**src/rtl/serial_frame_receiver.sv**
```systemverilog
// serial_frame_receiver: samples a framed serial stream (start bit, DATA_W data
// bits MSB-first, optional even-parity bit, stop bit) and delivers each good
// word to parallel logic over a valid/ready handshake. It also reports framing
// errors, parity errors and dropped words.
// Optional feature macro: SERIAL_FRAME_PARITY_EN adds a PARITY state between
// DATA and STOP. When the macro is not defined, parity_err is tied to 0.
module serial_frame_receiver #(
    parameter int DATA_W = 4
) (
    input  logic              clk,
    input  logic              rst,
    input  logic              serial_in,
    input  logic              out_ready,
    input  logic              clr_ovf,
    output logic [DATA_W-1:0] data_out,
    output logic              out_valid,
    output logic              frame_err,
    output logic              parity_err,
    output logic              overflow,
    output logic              busy
);

    localparam int CW = $clog2(DATA_W);
    localparam logic [CW-1:0] LAST_BIT = CW'(DATA_W - 1);

    typedef enum logic [1:0] {
        IDLE   = 2'd0,
        DATA   = 2'd1,
        PARITY = 2'd2,
        STOP   = 2'd3
    } state_t;

    state_t            state;
    logic [DATA_W-1:0] shreg;
    logic [CW-1:0]     bit_cnt;

`ifdef SERIAL_FRAME_PARITY_EN
    logic par_bad;    // latched parity mismatch of the frame in flight
    logic par_pulse;
    assign parity_err = par_pulse;
`else
    assign parity_err = 1'b0;
`endif

    // Frame FSM with registered handshake, error pulses and the sticky overflow flag
    always_ff @(posedge clk or negedge rst) begin
        if (!rst) begin
            state     <= IDLE;
            shreg     <= '0;
            bit_cnt   <= '0;
            data_out  <= '0;
            out_valid <= 1'b0;
            frame_err <= 1'b0;
            overflow  <= 1'b0;
            busy      <= 1'b0;
`ifdef SERIAL_FRAME_PARITY_EN
            par_bad   <= 1'b0;
            par_pulse <= 1'b0;
`endif
        end else begin
            // The error pulses last one cycle. A word accepted with no new
            // load frees the holding register.
            frame_err <= 1'b0;
`ifdef SERIAL_FRAME_PARITY_EN
            par_pulse <= 1'b0;
`endif
            if (out_valid && out_ready)
                out_valid <= 1'b0;
            // A drop in the STOP branch below overrides this clear.
            if (clr_ovf)
                overflow <= 1'b0;

            case (state)
                IDLE: begin
                    if (serial_in) begin
                        state   <= DATA;
                        bit_cnt <= '0;
                        busy    <= 1'b1;
                    end
                end
                DATA: begin
                    shreg   <= {shreg[DATA_W-2:0], serial_in};
                    bit_cnt <= bit_cnt + CW'(1);
                    if (bit_cnt == LAST_BIT) begin
`ifdef SERIAL_FRAME_PARITY_EN
                        state <= PARITY;
`else
                        state <= STOP;
`endif
                    end
                end
`ifdef SERIAL_FRAME_PARITY_EN
                PARITY: begin
                    // Even parity: the data bits and the parity bit together hold an even number of 1s.
                    par_bad <= ^{shreg, serial_in};
                    state   <= STOP;
                end
`endif
                STOP: begin
                    state <= IDLE;
                    busy  <= 1'b0;
                    if (serial_in)
                        frame_err <= 1'b1;
`ifdef SERIAL_FRAME_PARITY_EN
                    else if (par_bad)
                        par_pulse <= 1'b1;
`endif
                    else if (!out_valid || out_ready) begin
                        data_out  <= shreg;
                        out_valid <= 1'b1;
                    end else
                        overflow <= 1'b1;
                end
                default: begin
                    state <= IDLE;
                    busy  <= 1'b0;
                end
            endcase
        end
    end

endmodule

```
**config.mk**
```make
export PLATFORM = sky130hd
export DESIGN_NAME = serial_frame_receiver
export DESIGN_NICKNAME = d
export VERILOG_FILES = /design/src/rtl/serial_frame_receiver.sv
export SDC_FILE = /design/constraint.sdc
export NUM_CORES = 1
export LEC_CHECK = 0
export ABC_AREA = 1
export ABC_CLOCK_PERIOD_IN_PS = 1670
export CAP_MARGIN = 40
export CORE_MARGIN = 2
export CORE_UTILIZATION = 40
export DETAILED_ROUTE_END_ITERATION = 12
export PLACE_DENSITY = 0.65
export SLEW_MARGIN = 20
export SYNTH_ARGS = -nofsm -noshare
export SYNTH_HDL_FRONTEND = slang
export SYNTH_SLANG_ARGS = --single-unit
```
**constraint.sdc**
```tcl
create_clock -name clk -period 1.67 [get_ports clk]
set_input_delay 0.501 -clock clk [delete_from_list [all_inputs] [get_ports clk]]
set_output_delay 0.501 -clock clk [all_outputs]
set_load 0.02 [all_outputs]
```
Yosys cells after proc, flatten, opt, wreduce, memory -nomap -nowiden --
Index checks and enable logic that the tools add are counted.
Storage, ports and cells: bits in registers 16, bits in latches 0, bits in writable memories 0, ROM bits 0, bits of input ports 5, output and inout bits 9, word-level logic and storage cells 42, memories 0
Operators by class: add/subtract/negate cells 1, $mul 0, div/mod/pow operators 0, order comparisons 0, eq/ne operators 5, shifts and indexed selects 0, multiplexer cells 17, bitwise operators 2, reductions and logical operators 9
Operators with widths (count):
- two-way mux 1 bit | 11
- case mux 2 bit (2 select lines) | 2
- two-way mux 2 bit | 3
- AND reduction 2 bit | 3
- equality test 2 bit, second input constant | 2
- inequality test 2 bit, second input constant | 2
- AND reduction 3 bit | 1
- adder 2 x 1 -> 2 bit, second input constant | 1
- equality test 2 x 1 -> 1 bit, second input constant | 1
- logical NOT 2 bit | 1
- inverter 1 bit | 2
- case mux 1 bit (2 select lines) | 1
- nonzero test 2 bit | 1
- logical AND 1 bit | 1
- logical NOT 1 bit | 1
- logical OR 1 bit | 1

Logic depth before layout (Yosys ltp) --
depth after elaboration 5, depth in mapped cells 5, depth with buffers taken out 5

Worst setup path before layout --
Ideal clock, no wire load.
path type input to register, start point in out_ready, end point reg data_out[0], arrival time 859 ps, required time 1553 ps, setup slack 694 ps, stages on the path 5, buffers on the path 0, path through inv_1 nand2_1 nand2_2 nand2_1 nand2_1
On the way: cells in the longest elaborated chain, start to end 2
Ends and longest elaborated chain:
- start: declaration | RTL line 13 | input logic out_ready,
- logical OR 1 bit | RTL line 108 | else if (!out_valid || out_ready) begin
- AND reduction 3 bit (no source line)
- end signal: assignment | RTL line 109 | data_out <= shreg;
- end: declaration | RTL line 15 | output logic [DATA_W-1:0] data_out,
Every way passes these cells. A chain may end at the register's enable or synchronous reset.

Worst setup path after layout --
start point reg out_valid, end point out out_valid
RTL lines:
- start: declaration | RTL line 16 | output logic out_valid,
- start signal: assignment | RTL line 52 | out_valid <= 1'b0;
- start signal: assignment | RTL line 68 | out_valid <= 1'b0;
- start signal: assignment | RTL line 110 | out_valid <= 1'b1;
No word-level cell between the ends.

==> flow_summary.ini <==
[clock_tree]
cts_buffers = 3
insertion_delay_ns = 0.28
cts_hold_buf = 0
cts_sinks = 16
cts_max_path_buffers = 2
cts_tree = yes
cts_max_level = 1
clockRootBuffer = clkbuf_4
cts.clk_slew.worst_paths_ns = 0.09

[floorplan]
ios = 14
design.core.area_um2 = 1490
rows = 14
die_h_um = 43.5
die_x_um = 43.5
initial_core_util = 0.420
die_area_um2 = 1900

[pwr]
leakagePower_nw = 0.423
cellPowerDensity_nw_per_um2 = 1750
ir_drop_uv = 869

[global_route]
grt-ovfl-total = 0
grt_max_degree = 17
grt_pass1_vias = 420
antenna_found_initial = 0
grt_usage = 0.130
grt_pass1_wl_mm = 1.78

[synthesis]
syn_inst = 66
synthesis.area_um2 = 626
ys_ff_latch = 16
synth_top_area_frac = 0.640
yosysWarningCount = 0
synth_cell_types = 13
yosysTopAreaCell = dfrtp_1
synth_fp_nets = 72
avgSynthCellArea_um2 = 9.48
synth_seq_area_share = 0.640
synthTopCellsByArea = dfrtp_1 (64%), nand2_1 (11%), nand3_1 (5.6%)

[drt]
postRouteAntennaNets = 0
routed_wl_um = 997
drc = 0
drt-initial-drc-count = 6
first_pass_iters = 4
wire_per_inst_um = 10.2
vias_per_cell = 4.47
num_vias = 438

[critical_path]
end_kind = output pin
worstPathRequired_ns = 1.17
path_buf_inv = 1
crit_chain = dlygate4sd2_1
path_delay_family = flip-flops
ff2ff_path_depth = 5
cp-start-kind = flip-flop
path_max_fanout = 2
cp.arrival_ns = 0.99
path_class = reg -> out
cp_slowest_cell = dfrtp_1
cp.depth = 1
slowest_delay_ns = 0.39

[sta]
rsz0062_at_grt = no
setup_tns_ns = 0
final_hold_viol_count = 0
clock-skew-final_ns = 0.00105
period_minus_slack_ns = 1.49
slew_viol_final = 0
setup_violations = 0
fmax_mhz = 671
finalCritPeriodShare = 0.893

[hold_path]
hold_path.class = reg -> reg
worstHoldPathCells = 2

[finish]
n_fill_cell = 146
nets = 89
drive_above_1_share = 0.0976
area_growth_pct = 26.6
n_antenna_cell = 0
final_core_util = 0.532
final_common_cell = nand2_1
mostFrequentLayoutCells = nand2_1 (18), dfrtp_1 (16), dlygate4sd2_1 (8)

[placement]
place.detailed.hpwl_um = 754
port-buffer-count = 12
place_congestion = 0.747

[job]
maxCapViolCount = 0

[status]
outcome = finished, final reports clean
==> state kept, by name, indices dropped and copies added (netlist names) <==
name,cells
data_out,4
bit_cnt,2
shreg,4
overflow,1
busy,1
frame_err,1
out_valid,1
state,2
==> metal layers <==
metal / wire length, µm / track usage / share of wire
met3: 51 / 0.0417 / 0.051
met1: 542 / 0.188 / 0.54
met5: 0 / 0 / 0
met4: 19 / 0.0545 / 0.019
met2: 383 / 0.179 / 0.38
==> Yosys cell counts (all sizes together) <==
library cell	count
inv	7
conb	1
nand2	20
ha	1
o22ai	1
dfrtp	16
a21oi	1
buf	1
nor2	7
nand3	7
o21ai	4
==> final timing paths <==
check	start	endpoint	slack [ns]
worst max-delay path	out_valid	out_valid	0.18
worst min-delay path	data_out[2]	data_out[2]	0.47
worst max register to register	state[0]	data_out[2]	0.59
worst min register to register	data_out[2]	data_out[2]	0.47
max in group asynchronous	rst	data_out[2]	0.97
min in group asynchronous	rst	out_valid	0.52
==> what timing repair did <==
item / in CTS / in global routing
endpoints found under the hold margin: 0 / 0
setup buffers: 0 / 0
setup endpoints to repair: 8 / 0
gates resized for setup: 8 / 0
==> final cells by class <==
class                      count  area, µm²  share of cell area
timing repair buffer          13        118               0.148
multi-input combinational     42        191               0.242
clock buffer                   4       36.3              0.0458
inverter                       7       26.3              0.0332
tap                           16       20.0              0.0253
sequential                    16        400               0.506
==> cells by family (layout without fill, tap and decap cells) <==
logic type / after synthesis / count (layout) / share of synthesized area
simple gates: 34 / 34 / 0.230
flops: 16 / 16 / 0.640
buf+inv: 8 / 24 / 0.0540
compound gates: 6 / 6 / 0.0500
fa+ha+maj: 1 / 1 / 0.0200
other cells: 1 / 1 / 0.00599
==> report_power, final <==
group          internal (mW)  leakage [nW]  switching (mW)
Combinational          0.184         0.202           0.295
Clock                  0.133        0.0210           0.121
Sequential             0.550         0.200           0.102
Total                  0.867         0.423           0.518
==> through the flow <==
step	power [mW]	instance area, µm²	std cells	hold slack (ns)	setup WS (ns)
global placement	1.19	766	94	0.456	0.132
CTS	1.40	792	98	0.477	0.164
floorplan	0.984	626	66	0.205	0.694
finish	1.39	792	98	0.469	0.179
global route	1.51	792	98	0.500	0.128
detailed placement	1.20	766	94	0.458	0.123
Note: power is estimated with default switching activity, not from simulation.
